==> src/rtl/alu_operand_collector_if.sv <==
// Operand-collector bus: command/operand inputs from the stimulus side and the
// aligned packet handshake toward the ALU core. The collector uses "slave",
// whoever feeds it uses "master".
interface alu_operand_collector_if #(
    parameter int WIDTH     = 8,
    parameter int CMD_WIDTH = 4
);
    logic                 CE;
    logic [1:0]           INP_VALID;
    logic [WIDTH-1:0]     OPA;
    logic [WIDTH-1:0]     OPB;
    logic [CMD_WIDTH-1:0] CMD;
    logic                 MODE;
    logic                 CIN;
    logic                 in_ready;
    logic                 out_valid;
    logic                 out_ready;
    logic [WIDTH-1:0]     out_opa;
    logic [WIDTH-1:0]     out_opb;
    logic [CMD_WIDTH-1:0] out_cmd;
    logic                 out_mode;
    logic                 out_cin;
    logic [1:0]           out_vmask;
    logic                 out_err;

    modport master (
        output CE, INP_VALID, OPA, OPB, CMD, MODE, CIN, out_ready,
        input  in_ready, out_valid, out_opa, out_opb, out_cmd, out_mode,
               out_cin, out_vmask, out_err
    );

    modport slave (
        input  CE, INP_VALID, OPA, OPB, CMD, MODE, CIN, out_ready,
        output in_ready, out_valid, out_opa, out_opb, out_cmd, out_mode,
               out_cin, out_vmask, out_err
    );
endinterface

==> src/rtl/alu_operand_collector.sv <==
// ALU operand collector: gathers OPA/OPB (same or separate cycles), closes the
// packet when both arrive, when only one is needed, or on timeout, and holds it
// on a valid/ready handshake.
// Optional: define ALU_COLLECTOR_STATS_EN to add saturating packet/timeout counters.
module alu_operand_collector #(
    parameter int                          WIDTH     = 8,
    parameter int                          CMD_WIDTH = 4,
    parameter int                          TIMEOUT   = 16,
    parameter logic [(2**CMD_WIDTH)-1:0]   ARITH_2OP = 16'h0FFF,
    parameter logic [(2**CMD_WIDTH)-1:0]   LOGIC_2OP = 16'h003F
) (
    input  logic                   clk,
    input  logic                   rst,
    alu_operand_collector_if.slave bus
`ifdef ALU_COLLECTOR_STATS_EN
    ,
    output logic [15:0]            stat_pkt_cnt,
    output logic [15:0]            stat_tmo_cnt
`endif
);

    // Timer only has to reach TIMEOUT-1, so it never needs to wrap.
    localparam int            TW       = (TIMEOUT > 2) ? $clog2(TIMEOUT) : 1;
    localparam logic [TW-1:0] TMO_LAST = TW'(TIMEOUT - 1);

    typedef enum logic [1:0] {
        ST_IDLE = 2'd0,
        ST_WAIT = 2'd1,
        ST_HOLD = 2'd2
    } state_t;

    state_t               state_d, state_q;
    logic [1:0]           vmask_d, vmask_q;
    logic [TW-1:0]        timer_d, timer_q;
    logic                 err_d, err_q;
    logic [CMD_WIDTH-1:0] cmd_d, cmd_q;
    logic                 mode_d, mode_q;
    logic                 cin_d, cin_q;

    logic                 start;
    logic                 need2;
    logic [1:0]           merged;
    logic                 handshake;
    logic                 cap_first;
    logic                 cap_more;
    logic [WIDTH-1:0]     op_in  [2];
    logic [WIDTH-1:0]     lane_q [2];

    assign start     = bus.CE && (bus.INP_VALID != 2'b00);
    assign need2     = bus.MODE ? ARITH_2OP[bus.CMD] : LOGIC_2OP[bus.CMD];
    assign merged    = vmask_q | bus.INP_VALID;
    assign handshake = (state_q == ST_HOLD) && bus.out_ready;
    assign cap_first = (state_q == ST_IDLE) && start;
    assign cap_more  = (state_q == ST_WAIT) && bus.CE;

    assign op_in[0] = bus.OPA;
    assign op_in[1] = bus.OPB;

    // Next-state, command capture, operand mask and timeout tracking.
    always_comb begin
        state_d = state_q;
        vmask_d = vmask_q;
        timer_d = timer_q;
        err_d   = err_q;
        cmd_d   = cmd_q;
        mode_d  = mode_q;
        cin_d   = cin_q;
        case (state_q)
            ST_IDLE: begin
                if (start) begin
                    cmd_d   = bus.CMD;
                    mode_d  = bus.MODE;
                    cin_d   = bus.CIN;
                    vmask_d = bus.INP_VALID;
                    timer_d = '0;
                    err_d   = 1'b0;
                    if (!need2 || bus.INP_VALID == 2'b11) begin
                        state_d = ST_HOLD;
                    end else begin
                        state_d = ST_WAIT;
                    end
                end
            end
            ST_WAIT: begin
                if (bus.CE) begin
                    vmask_d = merged;
                    // A completing operand beats an expiring timer.
                    if (merged == 2'b11) begin
                        state_d = ST_HOLD;
                        err_d   = 1'b0;
                        timer_d = '0;
                    end else if (timer_q == TMO_LAST) begin
                        state_d = ST_HOLD;
                        err_d   = 1'b1;
                        timer_d = '0;
                    end else begin
                        timer_d = timer_q + TW'(1);
                    end
                end
            end
            ST_HOLD: begin
                // out_ready is honoured even with CE low.
                if (bus.out_ready) begin
                    state_d = ST_IDLE;
                    vmask_d = 2'b00;
                    err_d   = 1'b0;
                    timer_d = '0;
                end
            end
            default: begin
                state_d = ST_IDLE;
            end
        endcase
    end

    // Control and command registers.
    always_ff @(posedge clk) begin
        if (!rst) begin
            state_q <= ST_IDLE;
            vmask_q <= 2'b00;
            timer_q <= '0;
            err_q   <= 1'b0;
            cmd_q   <= '0;
            mode_q  <= 1'b0;
            cin_q   <= 1'b0;
        end else begin
            state_q <= state_d;
            vmask_q <= vmask_d;
            timer_q <= timer_d;
            err_q   <= err_d;
            cmd_q   <= cmd_d;
            mode_q  <= mode_d;
            cin_q   <= cin_d;
        end
    end

    // One storage lane per operand; an unreceived operand is zeroed at
    // command capture so a timed-out packet shows 0 in the missing field.
    genvar gi;
    generate
        for (gi = 0; gi < 2; gi++) begin : g_lane
            logic [WIDTH-1:0] op_d;
            logic [WIDTH-1:0] op_q;

            // Load on first capture, or overwrite on a (re)qualified operand in WAIT.
            always_comb begin
                op_d = op_q;
                if (cap_first) begin
                    op_d = bus.INP_VALID[gi] ? op_in[gi] : '0;
                end else if (cap_more && bus.INP_VALID[gi]) begin
                    op_d = op_in[gi];
                end
            end

            // Operand lane register.
            always_ff @(posedge clk) begin
                if (!rst) begin
                    op_q <= '0;
                end else begin
                    op_q <= op_d;
                end
            end

            assign lane_q[gi] = op_q;
        end
    endgenerate

    assign bus.in_ready  = (state_q != ST_HOLD);
    assign bus.out_valid = (state_q == ST_HOLD);
    assign bus.out_opa   = lane_q[0];
    assign bus.out_opb   = lane_q[1];
    assign bus.out_cmd   = cmd_q;
    assign bus.out_mode  = mode_q;
    assign bus.out_cin   = cin_q;
    assign bus.out_vmask = vmask_q;
    assign bus.out_err   = err_q;

`ifdef ALU_COLLECTOR_STATS_EN
    logic [15:0] pkt_cnt_d, pkt_cnt_q;
    logic [15:0] tmo_cnt_d, tmo_cnt_q;

    // Saturating counters of completed handshakes and timed-out handshakes.
    always_comb begin
        pkt_cnt_d = pkt_cnt_q;
        tmo_cnt_d = tmo_cnt_q;
        if (handshake) begin
            if (pkt_cnt_q != 16'hFFFF) begin
                pkt_cnt_d = pkt_cnt_q + 16'd1;
            end
            if (err_q && tmo_cnt_q != 16'hFFFF) begin
                tmo_cnt_d = tmo_cnt_q + 16'd1;
            end
        end
    end

    // Statistics registers.
    always_ff @(posedge clk) begin
        if (!rst) begin
            pkt_cnt_q <= 16'd0;
            tmo_cnt_q <= 16'd0;
        end else begin
            pkt_cnt_q <= pkt_cnt_d;
            tmo_cnt_q <= tmo_cnt_d;
        end
    end

    assign stat_pkt_cnt = pkt_cnt_q;
    assign stat_tmo_cnt = tmo_cnt_q;
`endif

endmodule

==> src/flat_wrapper.sv <==
// flat-port wrapper written by rule: the top's interface ports become plain ports
module alu_operand_collector_flat 
#(
    parameter int                          WIDTH     = 8,
    parameter int                          CMD_WIDTH = 4,
    parameter int                          TIMEOUT   = 16,
    parameter logic [(2**CMD_WIDTH)-1:0]   ARITH_2OP = 16'h0FFF,
    parameter logic [(2**CMD_WIDTH)-1:0]   LOGIC_2OP = 16'h003F
)
  (clk, rst, bus_CE, bus_INP_VALID, bus_OPA, bus_OPB, bus_CMD, bus_MODE, bus_CIN, bus_out_ready, bus_in_ready, bus_out_valid, bus_out_opa, bus_out_opb, bus_out_cmd, bus_out_mode, bus_out_cin, bus_out_vmask, bus_out_err);
  alu_operand_collector_if #(.WIDTH(WIDTH), .CMD_WIDTH(CMD_WIDTH)) bus_i ();
  input  logic clk;
  input  logic rst;
  input wire logic [$bits(bus_i.CE)-1:0] bus_CE;
  input wire logic [$bits(bus_i.INP_VALID)-1:0] bus_INP_VALID;
  input wire logic [$bits(bus_i.OPA)-1:0] bus_OPA;
  input wire logic [$bits(bus_i.OPB)-1:0] bus_OPB;
  input wire logic [$bits(bus_i.CMD)-1:0] bus_CMD;
  input wire logic [$bits(bus_i.MODE)-1:0] bus_MODE;
  input wire logic [$bits(bus_i.CIN)-1:0] bus_CIN;
  input wire logic [$bits(bus_i.out_ready)-1:0] bus_out_ready;
  output wire logic [$bits(bus_i.in_ready)-1:0] bus_in_ready;
  output wire logic [$bits(bus_i.out_valid)-1:0] bus_out_valid;
  output wire logic [$bits(bus_i.out_opa)-1:0] bus_out_opa;
  output wire logic [$bits(bus_i.out_opb)-1:0] bus_out_opb;
  output wire logic [$bits(bus_i.out_cmd)-1:0] bus_out_cmd;
  output wire logic [$bits(bus_i.out_mode)-1:0] bus_out_mode;
  output wire logic [$bits(bus_i.out_cin)-1:0] bus_out_cin;
  output wire logic [$bits(bus_i.out_vmask)-1:0] bus_out_vmask;
  output wire logic [$bits(bus_i.out_err)-1:0] bus_out_err;
  assign bus_i.CE = bus_CE;
  assign bus_i.INP_VALID = bus_INP_VALID;
  assign bus_i.OPA = bus_OPA;
  assign bus_i.OPB = bus_OPB;
  assign bus_i.CMD = bus_CMD;
  assign bus_i.MODE = bus_MODE;
  assign bus_i.CIN = bus_CIN;
  assign bus_i.out_ready = bus_out_ready;
  assign bus_in_ready = bus_i.in_ready;
  assign bus_out_valid = bus_i.out_valid;
  assign bus_out_opa = bus_i.out_opa;
  assign bus_out_opb = bus_i.out_opb;
  assign bus_out_cmd = bus_i.out_cmd;
  assign bus_out_mode = bus_i.out_mode;
  assign bus_out_cin = bus_i.out_cin;
  assign bus_out_vmask = bus_i.out_vmask;
  assign bus_out_err = bus_i.out_err;
  alu_operand_collector #(.WIDTH(WIDTH), .CMD_WIDTH(CMD_WIDTH), .TIMEOUT(TIMEOUT), .ARITH_2OP(ARITH_2OP), .LOGIC_2OP(LOGIC_2OP)) u_core (.clk(clk), .rst(rst), .bus(bus_i));
endmodule
==> config.mk <==
export PLATFORM = sky130hd
export DESIGN_NAME = alu_operand_collector_flat
export DESIGN_NICKNAME = d
export VERILOG_FILES = /design/src/rtl/alu_operand_collector_if.sv /design/src/rtl/alu_operand_collector.sv /design/src/flat_wrapper.sv
export SDC_FILE = /design/constraint.sdc
export NUM_CORES = 1
export LEC_CHECK = 0
export CORE_ASPECT_RATIO = 0.5
export CORE_MARGIN = 4
export CORE_UTILIZATION = 38
export CTS_CLUSTER_DIAMETER = 80
export CTS_CLUSTER_SIZE = 8
export DETAILED_ROUTE_END_ITERATION = 8
export PLACE_DENSITY_LB_ADDON = 0.05
export SYNTH_ARGS = -nofsm -noshare
export SYNTH_HDL_FRONTEND = slang
export SYNTH_SLANG_ARGS = --single-unit
==> constraint.sdc <==
create_clock -name clk -period 2.1 [get_ports clk]
set_clock_uncertainty 0.1 [all_clocks]
set_input_delay 0.21 -clock clk [delete_from_list [all_inputs] [get_ports clk]]
set_output_delay 0.21 -clock clk [all_outputs]
set_load 0.01 [all_outputs]
==> flow_summary.toml, run 1 <==
[floorplan]
fp.dieH_um = 51.0
die_x_um = 93.9
std_cell_rows = 15
fp.coreArea_um2 = 3490
io_pins = 55
initial_utilization_pct = 40.2
dieArea_um2 = 4790

[finish]
fill_cells = 315
insertedDiodeCount = 0
areaGrowthSynthToFinish_pct = 54.6
final_cell_area_um2 = 2170
final_nets = 260
instances_no_fill = 279
drive_gt1_share_pct = 10.1

[global_routing]
grt_pass1_wl_um = 6110
grt_pass1_vias = 1373
grt_max_degree = 30
antenna_found_initial = 0
grt-ovfl-total = 0
grt_use_total_pct = 16.1

[place]
port_buffers = 54
dp_cells = 271
dpl.hpwl_um = 2750
gp_congestion = 0.776
dpl_cell_area_um2 = 2050

[critical_path]
worstPathArrival_ps = 1980
worst_ep_required_time_ps = 2210
crit_slowest_cell = "or4b_1"
path_buf_inv = 1
cpLargestDelayFamily = "simple AND/OR/NAND/NOR gates"
crit_type = "reg2reg"
critPathMaxStageDelay_ps = 460
worst_setup_path_end_kind = "flip-flop"
crit_chain = "inv_1 > ha_1 > nor2b_1 > a2111oi_4 > or4b_1 > o21ai_1"
cp-start-kind = "flip-flop"
cp_max_fo = 3

[cts]
clockBufferDepth = 2
insertion_delay_ps = 280
cts_setup_buffers = 0
htreeDepth = 2
clock_sinks = 31
clk_pin_slew_ps = 70
tritoncts = "done"
clock_tree.root_cell = "clkbuf_8"
cts_made_buffers = 5

[yosys]
seq_area_frac_synth_pct = 44.2
netlist_top_cells_count = "dfxtp_1, nand2_1, a21oi_1, nand3_1, nor2_1"
netlist_top_cells_area = "dfxtp_1, a21oi_1, nand3_1"
syn_area_per_cell_um2 = 8.55
yosys_warnings = 0
synth-edff-count = 0
synthCells = 164
netlist_area_um2 = 1400
synth_top_cell_area_share_pct = 44.2
yosysTopAreaCell = "dfxtp_1"
synthDistinctLibCells = 31
ys_seq_elements = 31
synth_top_flop_cell = "dfxtp_1"
syn_nets = 197
synthArstFlopShare_pct = 0
synth_most_common_cell = "dfxtp_1"

[timing]
drv_slew = 0
slew_headroom_pct = 69.3
fin_crit_sh_pct = 89.0
grt_setup_unrepaired = "false"
tightest_slew_ps = 459
clock.fmax_ghz = 0.535
hold_violations = 0
setup_tns_ps = 0
timing.final.crit_period_ps = 1870
finalSetupViolations = 0
hold_slack_ps = 352

[power]
power_mw = 2.15
p_per_area_nw_per_um2 = 992
p_leak_nw = 0.810
ir_worst_vdd_uv = 368

[routing]
drc = 0
ant_nets = 0
num_vias = 1383
drt_iter0_markers = 52
vias_per_cell = 4.96
finalWirelength_um = 3570
drt-pass1-iter-count = 4
routedWlPerCell_um = 12.8

[hold_path]
hold_path_class = "reg2reg"

[job]
cap_viol_max_count = 0

[run_status]
status = "complete, no violations"
-- cell families (layout without fill, tap and decap cells) --
| family | count (synthesis) | in the layout | synth area share, % |
|---|---|---|---|
| AOI/OAI and AO/OA | 44 | 44 | 20.9 |
| adders and majority gates | 5 | 5 | 4.46 |
| and+or+nand+nor | 64 | 64 | 21.7 |
| buffers and inverters | 13 | 77 | 3.75 |
| DFF | 31 | 31 | 44.2 |
| muxes | 7 | 7 | 5.00 |
-- placed cells by master (no fill, tap or decap), drive strengths merged --
cell type / netlist / routed
clkdlybuf4s50: 0 / 54
nand3: 20 / 20
a2111oi: 1 / 1
nand2: 22 / 22
nor3: 3 / 3
nor2: 9 / 9
nor2b: 3 / 3
nand3b: 1 / 1
ha: 5 / 5
clkbuf: 5 / 5
o221ai: 1 / 1
buf: 4 / 11
o22ai: 2 / 2
a21oi: 21 / 21
o211ai: 1 / 1
a211oi: 2 / 2
and2: 2 / 2
bufinv: 0 / 1
clkinv: 0 / 2
o21a: 7 / 7
nand4: 1 / 1
mux2i: 7 / 7
inv: 4 / 4
o21ai: 6 / 6
dfxtp: 31 / 31
nand2b: 1 / 1
o2111ai: 1 / 1
a22oi: 1 / 1
or4b: 1 / 1
nand4bb: 1 / 1
a221oi: 1 / 1
-- state kept, by name, indices dropped and copies added (netlist names) --
register and cells:
u_core.bus.out_cin 1, u_core.bus.out_opb 8, u_core.bus.out_cmd 4, u_core.timer_q 4, u_core.bus.out_opa 8, u_core.bus.out_vmask 2, u_core.state_q 2, u_core.bus.out_err 1
u_core.bus.out_mode 1
-- what timing repair did --
item,CTS,global route
resized for setup,0,1
endpoints found under the hold margin,0,0
endpoints found under the setup margin,0,3
hold buffers,0,0
-- metrics by stage --
step | setup WS [ps] | util [%]
3_3_place_gp | 201 | 58.8
4_1_cts | 188 | 62.0
6_report | 230 | 62.1
3_5_place_dp | 155 | 58.8
5_1_grt | 74.1 | 62.1
2_1_floorplan | 227 | -
-- metal layers --
layer / track usage (%) / vias to the layer above / wire [um] / share of wire (%)
li1: - / 707 / - / -
met1: 19.5 / 632 / 1650 / 46
met2: 25.3 / 40 / 1560 / 44
met3: 7.79 / 4 / 331 / 9.3
met4: 5.04 / 0 / 24 / 0.67
met5: 0 / - / 0 / 0
-- worst paths after layout --
kind	from	end	slack, ps	depth (start not counted)
setup / recovery	u_core.state_q[1]	u_core.timer_q[0]	230	6
hold / removal	u_core.bus.out_opa[2]	u_core.bus.out_opa[2]	350	2
setup reg to reg	u_core.state_q[1]	u_core.timer_q[0]	230	6
hold reg to reg	u_core.bus.out_opa[2]	u_core.bus.out_opa[2]	350	2
-- where the power goes --
part / total (mW) / switching [mW] / internal [mW]
Sequential: 0.716 / 0.0494 / 0.667
Clock: 0.589 / 0.236 / 0.353
Combinational: 0.845 / 0.413 / 0.432
Total: 2.15 / 0.698 / 1.45
-- worst reg2reg max path: stages (launching register included) --
cell and delay, ps:
dfxtp_1 360, inv_1 90, ha_1 200, nor2b_1 170, a2111oi_4 330, or4b_1 460
o21ai_1 100
-- layout make-up --
class,instances,area [um^2],area share [%]
Multi-Input combinational cell,120,733,33.8
Timing Repair Buffer,65,623,28.7
Sequential cell,31,621,28.6
Clock buffer,5,68.8,3.17
Tap cell,51,63.8,2.94
Clock inverter,3,43.8,2.02
Inverter,4,15.0,0.692
Power figures use the tool's default switching activity.
==> inputs of run 2 (changes only) <==
--- a/config.mk
+++ b/config.mk
@@ -5,6 +5,7 @@
 export SDC_FILE = /design/constraint.sdc
 export NUM_CORES = 1
 export LEC_CHECK = 0
+export ABC_AREA = 1
 export CORE_ASPECT_RATIO = 0.5
 export CORE_MARGIN = 4
 export CORE_UTILIZATION = 38
==> run 2 against run 1 <==
Against the previous run:
- sequential power grew 19%
- total power grew 27%
- combinational power grew 41%
==> flow_summary.toml, run 2 <==
[routing]
ant_nets = 0
finalWirelength_um = 3830
vias_per_cell = 4.91
drt_iter0_markers = 82
drc = 0
num_vias = 1502
routedWlPerCell_um = 12.5
drt-pass1-iter-count = 4

[timing]
hold_slack_ps = 347
clock.fmax_ghz = 0.526
finalSetupViolations = 0
tightest_slew_ps = 372
setup_tns_ps = 0
hold_violations = 0
grt_setup_unrepaired = "false"
timing.final.crit_period_ps = 1900
fin_crit_sh_pct = 90.6
drv_slew = 0
slew_headroom_pct = 75.2

[yosys]
netlist_area_um2 = 1510
synth-edff-count = 0
netlist_top_cells_area = "dfxtp_1, a22oi_1, inv_1"
synthArstFlopShare_pct = 0
ys_seq_elements = 31
syn_nets = 231
synth_top_flop_cell = "dfxtp_1"
netlist_top_cells_count = "dfxtp_1, inv_1, nand2_1, nor2_1"
yosys_warnings = 0
synthDistinctLibCells = 24
yosysTopAreaCell = "dfxtp_1"
synth_top_cell_area_share_pct = 41.1
seq_area_frac_synth_pct = 41.1
synthCells = 198
syn_area_per_cell_um2 = 7.63
synth_most_common_cell = "dfxtp_1"

[job]
cap_viol_max_count = 0

[finish]
mostFrequentLayoutCells = "clkdlybuf4s50_1, dfxtp_1, inv_1"
final_nets = 287
final_common_cell = "clkdlybuf4s50_1"
areaGrowthSynthToFinish_pct = 48.3
insertedDiodeCount = 0
fill_cells = 328
instances_no_fill = 306
drive_gt1_share_pct = 9.41

[power]
ir_worst_vdd_uv = 493
p_per_area_nw_per_um2 = 1220
p_sw_mw = 0.945
p_leak_nw = 0.974
swShare_pct = 34.5
power.internal_mw = 1.79
p_comb_share_pct = 43.5
pwr-share-seq_pct = 31.1
p_clk_share_pct = 25.4
power_mw = 2.74

[critical_path]
cp_max_fo = 4
worstPathArrival_ps = 1590
cp-start-kind = "flip-flop"
worst_ep_required_time_ps = 1790
worst_setup_path_end_kind = "output port"
crit_type = "reg2out"

[cts]
htreeDepth = 2
clock_sinks = 31
cts_setup_buffers = 0
insertion_delay_ps = 280
cts_resized = 0
ctsHoldBuffers = 0
clk_pin_slew_ps = 60
tritoncts = "done"
clockBufferDepth = 2
cts_made_buffers = 5
clock_tree.root_cell = "clkbuf_8"

[floorplan]
initial_utilization_pct = 41.7
fp.coreArea_um2 = 3620
dieArea_um2 = 5110
io_pins = 55
std_cell_rows = 15
fp.dieH_um = 52.6
die_x_um = 97.2

[place]
dpl.hpwl_um = 2850
gp_congestion = 0.793
dp_cells = 298
port_buffers = 54

[global_routing]
grt_max_degree = 31
grt_use_total_pct = 15.7
antenna_found_initial = 0
grt_pass1_wl_um = 6410
grt-ovfl-total = 0
grt_pass1_vias = 1379

[hold_path]
hold_path_class = "reg2reg"

[run_status]
status = "complete, no violations"
run 2: logic make-up after synthesis:
kind of cell / after synthesis / synth area share [%]
compound gates: 58 / 22.6
simple gates: 66 / 21.1
xor+xnor: 1 / 0.580
buf+inv: 37 / 10.5
flops: 31 / 41.1
fa+ha+maj: 5 / 4.14
run 2: stage by stage:
stage,setup WS [ps],instance area (um^2),util (%)
after floorplan,573,1510,-
after global placement,387,2110,58.2
after detailed placement,376,2110,58.2
after CTS,184,2240,61.9
after global routing,95.2,2240,61.9
final,198,2240,61.9
run 2: layout make-up:
cell class	count	area, um^2	share of cell area, %
clock buffers	6	72.6	3.24
repair buffers	58	583	26.0
clock inverters	2	60.1	2.68
multi-input cells	130	732	32.6
flip-flops and latches	31	621	27.7
inverters	28	110	4.91
well taps	51	63.8	2.85
run 2: final timing paths:
check / startpoint / end / slack (ps) / cells past startpoint
hold reg to reg: u_core.bus.out_cmd[1] / u_core.bus.out_cmd[1] / 350 / 2
setup reg to reg: u_core.state_q[0] / u_core.bus.out_err / 420 / 6
setup / recovery: u_core.state_q[0] / bus_in_ready / 200 / 4
hold / removal: u_core.bus.out_cmd[1] / u_core.bus.out_cmd[1] / 350 / 2
run 2: worst max-delay path: stages (launching register included):
cell	delay [ps]
dfxtp_1	390
inv_1	90
ha_1	240
inv_1	60
clkdlybuf4s50_1	530
run 2: power by group through the flow:
stage               registers [mW]  logic [mW]  clock network [mW]
finish                       0.852        1.19               0.695
global route                 0.876        1.32               0.738
CTS                          0.855        1.21               0.704
detailed placement           0.860        1.19                   0
global placement             0.861        1.17                   0
floorplan                    0.914       0.635                   0
run 2: metal layers:
metal / global-route usage (%) / wire length, um / vias up
met2: 25.7 / 1800 / 32
met1: 19.9 / 1810 / 695
li1: - / - / 770
met3: 5.71 / 186 / 5
met5: 0 / 0 / -
met4: 4.20 / 29 / 0
